--- src/rtl/mac_sequencer.sv ---
// Job sequencer for the MAC datapath: clear, stream len operand reads, drain the MAC
// pipeline, then hold the result under a valid/ready handshake.
module mac_sequencer #(
    parameter int ADDR_W  = 4,
    parameter int LEN_W   = ADDR_W + 1,
    parameter int MAC_LAT = 2
) (
    input  logic              clk,
    input  logic              rst,
    input  logic              start,
    input  logic [LEN_W-1:0]  len,
    input  logic [ADDR_W-1:0] base_addr,
    output logic              busy,
    output logic              err_len,
    output logic              rd_en,
    output logic [ADDR_W-1:0] rd_addr,
    output logic              acc_clr,
    output logic              acc_en,
    output logic              result_valid,
    input  logic              result_ready,
    output logic              done
);

    typedef enum logic [2:0] {IDLE, CLEAR, FETCH, DRAIN, HOLD} state_t;

    localparam logic [LEN_W-1:0] MAX_LEN = LEN_W'(2 ** ADDR_W);
    localparam logic [2:0]       LAT_END = 3'(MAC_LAT);

    state_t            state, state_nxt;
    logic [ADDR_W-1:0] idx, idx_nxt;
    logic [2:0]        cnt, cnt_nxt;
    logic [LEN_W-1:0]  len_q, len_nxt;
    logic [ADDR_W-1:0] base_q, base_nxt;
    logic              err_nxt, done_nxt;

    logic              busy_d, acc_clr_d, rd_en_d, valid_d;
    logic [ADDR_W-1:0] rd_addr_d;

    // Outputs are flopped from next-state decode so they line up with the state they describe.
    always_ff @(posedge clk) begin
        if (!rst) begin
            state        <= IDLE;
            idx          <= '0;
            cnt          <= '0;
            len_q        <= '0;
            base_q       <= '0;
            busy         <= 1'b0;
            err_len      <= 1'b0;
            rd_en        <= 1'b0;
            rd_addr      <= '0;
            acc_clr      <= 1'b0;
            acc_en       <= 1'b0;
            result_valid <= 1'b0;
            done         <= 1'b0;
        end else begin
            state        <= state_nxt;
            idx          <= idx_nxt;
            cnt          <= cnt_nxt;
            len_q        <= len_nxt;
            base_q       <= base_nxt;
            busy         <= busy_d;
            err_len      <= err_nxt;
            rd_en        <= rd_en_d;
            rd_addr      <= rd_addr_d;
            acc_clr      <= acc_clr_d;
            acc_en       <= rd_en;
            result_valid <= valid_d;
            done         <= done_nxt;
        end
    end

    always_comb begin
        state_nxt = state;
        idx_nxt   = idx;
        cnt_nxt   = cnt;
        len_nxt   = len_q;
        base_nxt  = base_q;
        err_nxt   = 1'b0;
        done_nxt  = 1'b0;
        case (state)
            IDLE: begin
                if (start) begin
                    if (len != '0 && len <= MAX_LEN) begin
                        state_nxt = CLEAR;
                        len_nxt   = len;
                        base_nxt  = base_addr;
                        idx_nxt   = '0;
                    end else begin
                        err_nxt = 1'b1;
                    end
                end
            end
            CLEAR: begin
                state_nxt = FETCH;
                idx_nxt   = '0;
            end
            FETCH: begin
                if (LEN_W'(idx) == len_q - LEN_W'(1)) begin
                    state_nxt = DRAIN;
                    cnt_nxt   = '0;
                end else begin
                    idx_nxt = idx + ADDR_W'(1);
                end
            end
            DRAIN: begin
                // MAC_LAT+1 cycles: the first one carries the final acc_en beat.
                if (cnt == LAT_END) state_nxt = HOLD;
                else                cnt_nxt   = cnt + 3'd1;
            end
            HOLD: begin
                if (result_ready) begin
                    state_nxt = IDLE;
                    done_nxt  = 1'b1;
                end
            end
            default: state_nxt = IDLE;
        endcase
    end

    always_comb begin
        busy_d    = (state_nxt != IDLE);
        acc_clr_d = (state_nxt == CLEAR);
        rd_en_d   = (state_nxt == FETCH);
        valid_d   = (state_nxt == HOLD);
        // Address arithmetic is ADDR_W wide, so it wraps past the top of memory.
        rd_addr_d = rd_en_d ? base_nxt + idx_nxt : '0;
    end

endmodule

--- config.mk ---
export PLATFORM = sky130hd
export DESIGN_NAME = mac_sequencer
export DESIGN_NICKNAME = d
export VERILOG_FILES = /design/src/rtl/mac_sequencer.sv
export SDC_FILE = /design/constraint.sdc
export NUM_CORES = 1
export LEC_CHECK = 0
export ABC_AREA = 1
export BUFFER_PORTS_ARGS = -buffer_cell sky130_fd_sc_hd__clkbuf_2
export CAP_MARGIN = 30
export CELL_PAD_IN_SITES_DETAIL_PLACEMENT = 1
export CELL_PAD_IN_SITES_GLOBAL_PLACEMENT = 2
export CORE_ASPECT_RATIO = 1.2
export CORE_MARGIN = 1
export CORE_UTILIZATION = 33
export CTS_CLUSTER_DIAMETER = 200
export DETAILED_ROUTE_END_ITERATION = 12
export PLACE_DENSITY = 0.92
export SYNTH_ARGS = -nofsm -noshare
export SYNTH_HDL_FRONTEND = slang
export SYNTH_SLANG_ARGS = --single-unit
--- constraint.sdc ---
create_clock -name clk -period 5.7 [get_ports clk]
set_input_delay 0.57 -clock clk [delete_from_list [all_inputs] [get_ports clk]]
set_output_delay 0.57 -clock clk [all_outputs]
set_load 0.005 [all_outputs]
Word level (Yosys, flattened, before mapping)
Cells that the tools add are included.
{"block": "totals", "register_bits": 30, "in_bits": 13, "out_inout_bits": 11, "wordCells": 57}
{"block": "classes", "add_sub_neg": 4, "magnitude_cmp": 1, "n_eq_ne": 11, "n_mux": 18, "n_reduce_logical": 10}
{"cell": "$mux W4", "n": 6}
{"cell": "$mux W3", "n": 7}
{"cell": "$pmux W3 S5", "n": 1}
{"cell": "$eq A3 B2 Y1 const B", "n": 4}
{"cell": "$pmux W4 S3", "n": 1}
{"cell": "$reduce_and A3 Y1", "n": 3}
{"cell": "$eq A3 B1 Y1 const B", "n": 2}
{"cell": "$eq A3 B3 Y1 const B", "n": 2}
{"cell": "$pmux W3 S2", "n": 1}
{"cell": "$eq A4 B5 Y1", "n": 1}
{"cell": "$le A5 B5 Y1 const B", "n": 1}
{"cell": "$reduce_bool A5 Y1", "n": 1}
{"cell": "$sub A5 B1 Y5 const B", "n": 1}
{"cell": "$add A4 B1 Y4 const B", "n": 1}
{"cell": "$add A4 B4 Y4", "n": 1}
{"cell": "$ne A2 B2 Y1 const B", "n": 2}
{"cell": "$reduce_and A2 Y1", "n": 2}
{"cell": "$add A3 B1 Y3 const B", "n": 1}
{"cell": "$logic_not A3 Y1", "n": 1}
{"cell": "$reduce_bool A3 Y1", "n": 1}
{"cell": "$mux W1", "n": 2}
{"cell": "$reduce_bool A2 Y1", "n": 1}
{"cell": "$logic_and A1 B1 Y1", "n": 1}

Logic depth before layout (Yosys ltp)
Gate-level depths: netlist of the first run.
{"block": "logic_depth", "depth_word": 7, "ltp_mapped": 21, "mapped_depth_nobuf": 21}

Worst setup path before layout of the first run
Ideal clock, no wire load.
{"block": "synth_path", "path_type": "register -> register", "start": "reg len_q[0]", "end": "reg rd_addr[3]", "setup_time_ns": 0.070, "t_arrival_ns": 2.266, "required_time_ns": 5.630, "path_slack_ns": 3.364, "path_stages_with_launch": 21, "path_buffers": 0, "period_less_slack_ns": 2.336, "cell_sequence": "dfxtp_1 -> inv_2 -> ha_1 -> nand2_1 -> inv_1 -> nor2_1 -> nand3_1 -> nor2_2 -> nand2_1 -> and2_1 -> nand2_1 -> nand2_1 -> ha_1 -> nand2_1 -> nand2_1 -> a21oi_1 -> nand3b_1 -> nand2_1 -> inv_1 -> nand2_1 -> a21oi_1"}
{"block": "synth_via", "word_cells_on_any_way": 9, "cone_classes": "add/sub (2); eq/ne (2); mux (4); reduce/logical (1)"}
{"item": "start: declaration", "line_no": "32", "rtl": "logic [LEN_W-1:0] len_q, len_nxt;"}
{"item": "start signal: assignment", "line_no": "59", "rtl": "len_q <= len_nxt;"}
{"item": "$sub A5 B1 Y5", "line_no": "98", "rtl": "if (LEN_W'(idx) == len_q - LEN_W'(1)) begin"}
{"item": "$eq A4 B5 Y1", "line_no": "98"}
{"item": "$mux W4", "line_no": "98"}
{"item": "$pmux W4 S3", "line_no": "80", "rtl": "case (state)"}
{"item": "via idx_nxt[1]", "line_no": "30", "rtl": "logic [ADDR_W-1:0] idx, idx_nxt;"}
{"item": "$add A4 B4 Y4", "line_no": "126", "rtl": "rd_addr_d = rd_en_d ? base_nxt + idx_nxt : '0;"}
{"item": "end signal: assignment", "line_no": "64", "rtl": "rd_addr <= rd_addr_d;"}
{"item": "end: declaration", "line_no": "16", "rtl": "output logic [ADDR_W-1:0] rd_addr,"}
The timed path passes the listed nets, and every way through them passes these cells.
A chain may end at the register's enable or synchronous reset.

Worst setup path in the final report of the first run
Ends and elaborated chain as after synthesis.

==> summary.txt, run 1 <==
Status
  – Status: finished, final reports clean

Cells and area
  – N_diodes: 0
  – Final layout net count: 266
  – Layout cells sized above 1: 20.9%
  – Final core utilization: 40.9%
  – Area Growth Syn to Fin: 15.9%
  – Layout fillers: 598
  – Register area: 601 sq um
  – Footprint of the multi-input gates: 773 sq um

Power and ir drop
  – Sw Pwr: 0.124 mW
  – Cell Int Power: 0.337 mW
  – Flop pwr share: 48.4%
  – Power per cell area: 259 mW/mm^2
  – VDD IR max: 0.138 mV
  – Leak: 0.910 nW
  – Comb pwr share: 15.3%
  – Switching part of the total: 26.9%
  – Clock share of power: 36.3%

Yosys
  – Top-area cell type share of the netlist area: 39.0%
  – Syn_nets: 239
  – Register bit count reported by yosys: 30
  – Syn avg cell area: 7.06 sq um
  – Post-synthesis cell area: 0.00154 sq mm
  – Netlist cell types: 29
  – Ys Warns: 0
  – Largest area contributor in the netlist: dfxtp_1
  – Register area share after synthesis: 39.0%
  – Mapped Cells: 218
  – Largest cells by area after synthesis: dfxtp_1, nand2_1, inv_1

Placement
  – HPWL after DPL: 2.86 mm
  – Final Wtd Congestion: 0.728
  – Buffers on Ports: 23

Global routing
  – Initial antenna violation count: 0
  – First-pass GRT wire length: 6.31 mm
  – Gr ovfl total: 0
  – Vias in the first global route: 1400
  – Gr usage total: 16.8%
  – Largest net degree at the start of global routing: 21

Clock tree
  – Clock transition at path regs: 0.06 ns
  – CTS H-tree lvls: 2
  – CTS tree: done
  – CTS Buffer Depth: 2
  – Worst skew pair latency: 0.28 ns
  – Hold_buf cts: 0
  – Cts bufs inserted: 5
  – CTS root buf: clkbuf_8
  – # Post-CTS Setup Buffers: 0
  – CTS Sinks: 30
  – Post-cts resize count: 0

Floorplan
  – Die X: 64.3 microns
  – Die Area: 0.00494 sq mm
  – Core area: 0.00436 sq mm
  – Die Height: 76.8 microns
  – Initial Util: 35.3%
  – Row count: 26
  – # IOs: 24

Critical path
  – R2r startpoint: len_q[0]
  – CP Cell Sequence: inv_2, ha_1, nand2_1, inv_1, nor2_1, nand3_1, nor2_2, nand2_1, and2_1, nand2_1, nand2_1, ha_1, nand2_1, nand2_1, a21oi_1, nand3b_1, nand2_1, inv_1, nand2_1, a21oi_1
  – Setup crit end: rd_addr[3]
  – Worst Path Arrival: 2.88 ns
  – CP Class: reg -> reg
  – R2r endpoint: rd_addr[3]
  – Critical path buffer and inverter count: 3
  – CP startpoint: len_q[0]
  – R2R depth: 20
  – CP peak stage delay: 0.36 ns
  – Worst Setup Start Kind: register
  – CP Capture Type: register
  – Worst path top cell family by delay: simple AND/OR/NAND/NOR gates
  – Worst R2R Setup Slack: 3.03 ns
  – CP max stage cell: dfxtp_1
  – Worst Path Max Fanout: 4
  – Worst endpoint required time: 5.91 ns
  – Crit path top cell by count: nand2_1
  – CP Depth: 20

STA
  – Rel. slew slack: 74.6%
  – Final period util: 46.9%
  – TNS Setup: 0 ns
  – Fmax: 374 MHz
  – Worst Clk Skew: 0.00290 ns
  – Hold WS: 0.452 ns
  – Setup violators final: 0
  – Min Clock Period, post-route: 2.67 ns
  – Slew @ Worst Pin: 0.380 ns
  – RSZ-0062 raised after global routing: false
  – Final hold viol count: 0
  – Max-slew violation count: 0

Drt
  – Via count: 1389
  – Antenna Nets Post-Route: 0
  – DR vias/cell: 4.63
  – Final WL: 3.62 mm
  – Total iterations of the first detailed-routing run: 4
  – Wirelength per Cell: 12.1 microns
  – Drt initial violations: 40
  – DR DRC count: 0

Hold path
  – Min-delay worst type: reg -> reg
  – Number of cells on the worst hold path: 2

Flow run
  – Max-cap violations: 0
==> worst reg2reg max path, cell delays in order, from the launching register on <==
cell and delay, ns:
dfxtp_1 0.36, inv_2 0.07, ha_1 0.32, nand2_1 0.07, inv_1 0.03, nor2_1 0.09
nand3_1 0.10, nor2_2 0.12, nand2_1 0.12, and2_1 0.19, nand2_1 0.06, nand2_1 0.07
ha_1 0.30, nand2_1 0.07, nand2_1 0.05, a21oi_1 0.15, nand3b_1 0.13, nand2_1 0.07
inv_1 0.06, nand2_1 0.05, a21oi_1 0.11
==> final cells by class <==
cell class / count / share of cell area [%]
Multi-Input combinational cell: 147 / 43.3
Sequential cell: 30 / 33.7
Inverter: 38 / 7.99
Timing Repair Buffer: 23 / 6.45
Clock buffer: 6 / 4.63
Tap cell: 56 / 3.93
==> through the flow <==
stage               instances  worst slack (ns)  cell area [sq um]  total power [mW]
floorplan                 218              3.36               1540             0.279
global placement          294              3.06               1700             0.298
detailed placement        294              2.91               1700             0.300
CTS                       300              3.01               1780             0.469
global route              300              2.78               1780             0.486
finish                    300              3.03               1780             0.462
==> cell usage after synthesis <==
| cell | count |
|---|---|
| dfxtp_1 | 30 |
| buf_6 | 1 |
| nor3_2 | 1 |
| nand3_1 | 12 |
| or2_1 | 1 |
| and2_1 | 1 |
| nand3_2 | 2 |
| a21oi_2 | 1 |
| nor4_1 | 2 |
| nand4_1 | 2 |
| fa_1 | 1 |
| nand3b_1 | 2 |
| nand2_2 | 3 |
| a21oi_1 | 14 |
| xor2_1 | 1 |
| ha_1 | 7 |
| inv_1 | 28 |
| nand2_1 | 57 |
| o21ai_0 | 7 |
| nor2_2 | 3 |
| xnor2_1 | 1 |
| o21ai_1 | 4 |
| inv_2 | 10 |
| nor3_1 | 1 |
| nor4_4 | 1 |
| buf_4 | 1 |
| nor2_4 | 1 |
| nor2_1 | 22 |
| clkbuf_1 | 1 |
==> routing by layer <==
layer  up-vias  global-route usage [%]  wire length, microns  part of all wire (%)
met5         -                       0                     0                     0
met4         0                    9.33                    90                   2.5
met3         6                    3.57                    77                   2.1
met2        14                    29.6                  1810                    50
met1       638                    18.3                  1640                    45
li1        731                       -                     -                     -
==> worst min path at each step <==
stage	from	endpoint
final	rd_en	acc_en
after floorplan	rd_en	acc_en
after CTS	rd_en	acc_en
after global placement	rd_en	acc_en
after detailed placement	rd_en	acc_en
after global routing	rd_en	acc_en
==> kinds of logic (layout without fill, tap and decap cells) <==
family	Yosys count	count (layout)	synth area share, %
xor gates and xnor gates	2	2	1.14
adders and majority gates	8	8	6.99
and+or+nand+nor	111	111	33.4
buffers and inverters	41	67	10.7
DFF	30	30	39.0
AOI/OAI and AO/OA	26	26	8.70
==> power by group through the flow <==
stage                     Combinational (mW)  Sequential (mW)  Clock [mW]
after CTS                             0.0723            0.224       0.173
final                                 0.0705            0.223       0.168
after global placement                0.0699            0.228           0
after floorplan                       0.0515            0.228           0
after global routing                  0.0822            0.224       0.180
after detailed placement              0.0715            0.228           0
==> cells in the final DEF, fill, tap and decap left out, types with 4 or more instances in the layout <==
master    instances
inv_1            28
dfxtp_1          30
ha_1              7
inv_2            10
o21ai_1           4
clkbuf_8          6
nor2_1           22
o21ai_0           7
nand3_1          12
nand2_1          57
a21oi_1          14
clkbuf_2         23
==> sequential cells by signal, summed over array words and instances, names as in the netlist <==
name / count
acc_clr: 1
base_q: 4
rd_addr: 4
rd_en: 1
acc_en: 1
state: 3
result_valid: 1
done: 1
err_len: 1
idx: 4
len_q: 5
busy: 1
cnt: 3
(Power assumes the default switching activity.)
==> run 2, diff against run 1 <==
==> config.mk (replaced) <==
export PLATFORM = sky130hd
export DESIGN_NAME = mac_sequencer
export DESIGN_NICKNAME = d
export VERILOG_FILES = /design/src/rtl/mac_sequencer.sv
export SDC_FILE = /design/constraint.sdc
export NUM_CORES = 1
export LEC_CHECK = 0
export ABC_AREA = 0
export BUFFER_PORTS_ARGS = -buffer_cell sky130_fd_sc_hd__clkbuf_2
export CAP_MARGIN = 30
export CELL_PAD_IN_SITES_DETAIL_PLACEMENT = 1
export CELL_PAD_IN_SITES_GLOBAL_PLACEMENT = 2
export CORE_ASPECT_RATIO = 1.2
export CORE_MARGIN = 1
export CORE_UTILIZATION = 30
export CTS_CLUSTER_DIAMETER = 200
export DETAILED_ROUTE_END_ITERATION = 12
export PLACE_DENSITY = 0.84
export SYNTH_ARGS = -nofsm -noshare
export SYNTH_HDL_FRONTEND = slang
export SYNTH_SLANG_ARGS = --single-unit
==> constraint.sdc (replaced) <==
create_clock -name clk -period 2.1 [get_ports clk]
set_input_delay 0.21 -clock clk [delete_from_list [all_inputs] [get_ports clk]]
set_output_delay 0.21 -clock clk [all_outputs]
set_load 0.005 [all_outputs]
==> run 2 against run 1 <==
Die area is 2.9% higher. Design area is 14% higher. Register-to-register slack got worse by 3.6 ns. First-iteration DRC count down 25%. Maximum frequency shrank 1.5%. Sequential power increased to 2.7 times the previous value. Cell count shrank 6.7%. The run now ends with negative setup slack left. Worst setup slack got worse by 3.6 ns.
==> summary.txt, run 2 <==
Cells and area
  – Footprint of the multi-input gates: 875 sq um (was 773 sq um)
  – Final cell count without fillers: 280 (was 300)
  – Post-route cell area: 0.00204 sq mm (was 0.00178 sq mm)
  – Largest reg by FF count: len_q (unchanged)
  – Commonest non-fill, non-tap cell in the layout: buf_4 (was nand2_1)
  – Register area: 604 sq um (was 601 sq um)
  – Layout fillers: 582 (was 598)
  – Most frequent cells in the layout: buf_4, dfxtp_1, clkbuf_2 (was nand2_1, dfxtp_1, inv_1)
  – Final layout net count: 243 (was 266)
  – Area Growth Syn to Fin: 41.4% (was 15.9%)
  – Max reg flops: 5 (unchanged)
  – Layout cells sized above 1: 40.5% (was 20.9%)
  – N_diodes: 0 (unchanged)

Yosys
  – Largest cells by area after synthesis: dfxtp_1, ha_1, nand2_1 (was dfxtp_1, nand2_1, inv_1)
  – Syn_nets: 183 (was 239)
  – Number of synthesized flops with an enable pin: 0 (unchanged)
  – Most frequent cell after synthesis: dfxtp_1 (was nand2_1)
  – Largest area contributor in the netlist: dfxtp_1 (unchanged)
  – Register bit count reported by yosys: 30 (unchanged)
  – Syn avg cell area: 8.89 sq um (was 7.06 sq um)
  – Top-area cell type share of the netlist area: 41.7% (was 39.0%)
  – Post-synth ARST share: 0% (unchanged)
  – Post-synthesis cell area: 0.00144 sq mm (was 0.00154 sq mm)
  – Mapped Cells: 162 (was 218)
  – Register area share after synthesis: 41.7% (was 39.0%)
  – Synth top cells by count: dfxtp_1, nand2_1, nor2_1, inv_1 (was nand2_1, dfxtp_1, inv_1, nor2_1, a21oi_1)
  – Netlist cell types: 38 (was 29)
  – Prevailing post-synth register cell: dfxtp_1 (unchanged)
  – Ys Warns: 0 (unchanged)

Power and ir drop
  – Switching part of the total: 25.0% (was 26.9%)
  – Flop pwr share: 48.5% (was 48.4%)
  – Cell Int Power: 0.931 mW (was 0.337 mW)
  – Comb pwr share: 16.9% (was 15.3%)
  – Sw Pwr: 0.310 mW (was 0.124 mW)
  – Power per cell area: 610 mW/mm^2 (was 259 mW/mm^2)
  – VDD IR max: 0.410 mV (was 0.138 mV)
  – Clock share of power: 34.6% (was 36.3%)
  – Leak: 0.950 nW (was 0.910 nW)
  – Total power: 1.24 mW (was 0.462 mW)

Hold path
  – WHS Endpoint: done (was acc_en)
  – Min-delay src: result_ready (was rd_en)
  – Number of cells on the worst hold path: 3 (was 2)
  – Min-delay worst type: in -> reg (was reg -> reg)

Critical path
  – Critical path buffer and inverter count: 1 (was 3)
  – R2R depth: 14 (was 20)
  – CP Capture Type: register (unchanged)
  – CP Class: reg -> reg (unchanged)
  – Worst path top cell family by delay: compound AO/OA/AOI/OAI gates (was simple AND/OR/NAND/NOR gates)
  – Worst R2R Setup Slack: -0.61 ns (was 3.03 ns)
  – Worst endpoint required time: 2.27 ns (was 5.91 ns)
  – CP max stage cell: dfxtp_2 (was dfxtp_1)
  – Worst Setup Start Kind: register (unchanged)
  – R2r startpoint: len_q[1] (was len_q[0])
  – R2r endpoint: rd_addr[3] (unchanged)
  – Worst Path Max Fanout: 4 (unchanged)
  – Worst Path Arrival: 2.88 ns (about the same)
  – CP Cell Sequence: inv_2, ha_4, o21ba_1, a221oi_2, o2111ai_2, or2_4, nand2b_4, a22o_1, ha_1, a21o_1, a21oi_2, xor2_1, xnor2_1, nor2_1 (was inv_2, ha_1, nand2_1, inv_1, nor2_1, nand3_1, nor2_2, nand2_1, and2_1, nand2_1, nand2_1, ha_1, nand2_1, nand2_1, a21oi_1, nand3b_1, nand2_1, inv_1, nand2_1, a21oi_1)
  – CP peak stage delay: 0.33 ns (was 0.36 ns)

Status
  – Status: finished with violations (was finished, final reports clean)
  – Violated checks: negative setup slack

Placement
  – DP Worst Slack: -0.645 ns (was 2.91 ns)
  – Buffers on Ports: 23 (unchanged)
  – HPWL after DPL: 2.74 mm (was 2.86 mm)
  – Placed cells: 270 (was 294)
  – Dpl cell area: 0.00186 sq mm (was 0.00170 sq mm)
  – Final Wtd Congestion: 0.756 (was 0.728)

Flow run
  – Max-cap violations: 0 (unchanged)

STA
  – Fmax: 369 MHz (was 374 MHz)
  – Max-slew violation count: 0 (unchanged)
  – Final hold viol count: 0 (unchanged)
  – Min Clock Period, post-route: 2.71 ns (was 2.67 ns)
  – Setup violators final: 4 (was 0)
  – Rel. slew slack: 57.3% (was 74.6%)
  – Slew @ Worst Pin: 0.633 ns (was 0.380 ns)
  – Final period util: 129% (was 46.9%)
  – Fin worst setup slack: -0.612 ns (was 3.03 ns)
  – Worst Clk Skew: 0.00286 ns (was 0.00290 ns)
  – TNS Setup: -1.55 ns (was 0 ns)
  – RSZ-0062 raised after global routing: true (was false)

Clock tree
  – Clock transition at path regs: 0.06 ns (about the same)
  – Worst skew pair latency: 0.28 ns (about the same)
  – CTS Sinks: 30 (unchanged)
  – CTS H-tree lvls: 2 (unchanged)
  – Cts bufs inserted: 5 (unchanged)
  – CTS root buf: clkbuf_8 (unchanged)
  – CTS tree: done (unchanged)
  – CTS Buffer Depth: 2 (unchanged)

Global routing
  – Gr ovfl total: 0 (unchanged)
  – Gr usage total: 15.6% (was 16.8%)
  – Vias in the first global route: 1331 (was 1400)
  – Largest net degree at the start of global routing: 23 (was 21)
  – First-pass GRT wire length: 6.04 mm (was 6.31 mm)
  – Initial antenna violation count: 0 (unchanged)

Floorplan
  – Row count: 27 (was 26)
  – Core area: 0.00459 sq mm (was 0.00436 sq mm)
  – Initial Util: 31.3% (was 35.3%)
  – Die Height: 77.9 microns (was 76.8 microns)
  – # IOs: 24 (unchanged)
  – Die Area: 0.00508 sq mm (was 0.00494 sq mm)
  – Die X: 65.3 microns (was 64.3 microns)

Drt
  – Wirelength per Cell: 13.0 microns (was 12.1 microns)
  – DR DRC count: 0 (unchanged)
  – Total iterations of the first detailed-routing run: 4 (unchanged)
  – Drt initial violations: 30 (was 40)
  – Antenna Nets Post-Route: 0 (unchanged)
  – DR vias/cell: 4.54 (was 4.63)
  – Via count: 1272 (was 1389)
  – Final WL: 3.65 mm (was 3.62 mm)
## run 2: cell types whose count changed after synthesis, moves of 4 or more
cell | previous run | this run
o21ai_1 | 4 | 0
xor2_1 | 1 | 7
a21oi_1 | 14 | 5
nor2b_1 | 0 | 8
nor2_1 | 22 | 16
xnor2_1 | 1 | 5
o21ai_0 | 7 | 2
and2_1 | 1 | 8
nand3_1 | 12 | 4
inv_2 | 10 | 1
inv_1 | 28 | 9
nor3_1 | 1 | 5
nand2_1 | 57 | 22
## run 2: what timing repair did
action,4_1_cts,5_1_grt
pin swaps,5,7
cloned,0,0
hold buffers,0,0
gates resized for setup,8,11
endpoints found under the setup margin,6,10
setup buffers,1,4
## run 2: worst max path at each step
stage / slack (ns) / from / cells after the start / endpoint
3_5_place_dp: -0.64 / len_q[1] / 14 / rd_addr[3]
4_1_cts: -0.59 / len_q[1] / 14 / rd_addr[3]
5_1_grt: -0.73 / len_q[1] / 14 / rd_addr[3]
2_1_floorplan: -0.52 / len_q[0] / 14 / rd_addr[3]
6_report: -0.61 / len_q[1] / 14 / rd_addr[3]
3_3_place_gp: -0.52 / len_q[1] / 14 / rd_addr[3]
## run 2: through the flow
stage	hold WS (ns)	util (%)
2_1_floorplan	0.324	-
3_3_place_gp	0.438	40.4
3_5_place_dp	0.437	40.4
4_1_cts	0.141	43.1
6_report	0.147	44.3
5_1_grt	0.155	44.3
## run 2: cells by family (layout without fill, tap and decap cells)
logic type / count (synthesis) / in the layout / share of synthesized area (%)
buffers and inverters: 14 / 74 / 4.43
AND/OR/NAND/NOR: 75 / 75 / 26.0
multiplexers: 3 / 3 / 2.17
AO/OA/AOI/OAI: 20 / 20 / 10.9
flip-flops: 30 / 30 / 41.7
adder cells (fa/ha/maj): 8 / 8 / 7.47
XOR/XNOR: 12 / 12 / 7.30
## run 2: layout make-up
cell class              instances  share of cell area [%]
clock buffers                   7                    3.75
repair buffers                 57                    18.2
well taps                      58                    3.56
inverters                      10                    1.84
multi-input cells             118                    43.0
flip-flops and latches         30                    29.7
## run 2: tightest hold or removal path, cell delays in order
cell,delay (ns)
clkbuf_2,0.09
nand2_1,0.05
nor2_1,0.03
## run 2: power groups by stage
| stage | Clock [mW] | Combinational (mW) | Sequential [mW] |
|---|---|---|---|
| floorplan | 0 | 0.0998 | 0.616 |
| global placement | 0 | 0.188 | 0.613 |
| detailed placement | 0 | 0.192 | 0.614 |
| CTS | 0.444 | 0.202 | 0.601 |
| global route | 0.464 | 0.233 | 0.603 |
| finish | 0.429 | 0.210 | 0.602 |
## run 2: layer usage
metal / vias up / share of wire, % / track usage [%]
met5: - / 0 / 0
met4: 0 / 1.8 / 5.43
met3: 7 / 2.7 / 4.12
met2: 15 / 54 / 28.7
met1: 598 / 41 / 16.8
li1: 652 / - / -
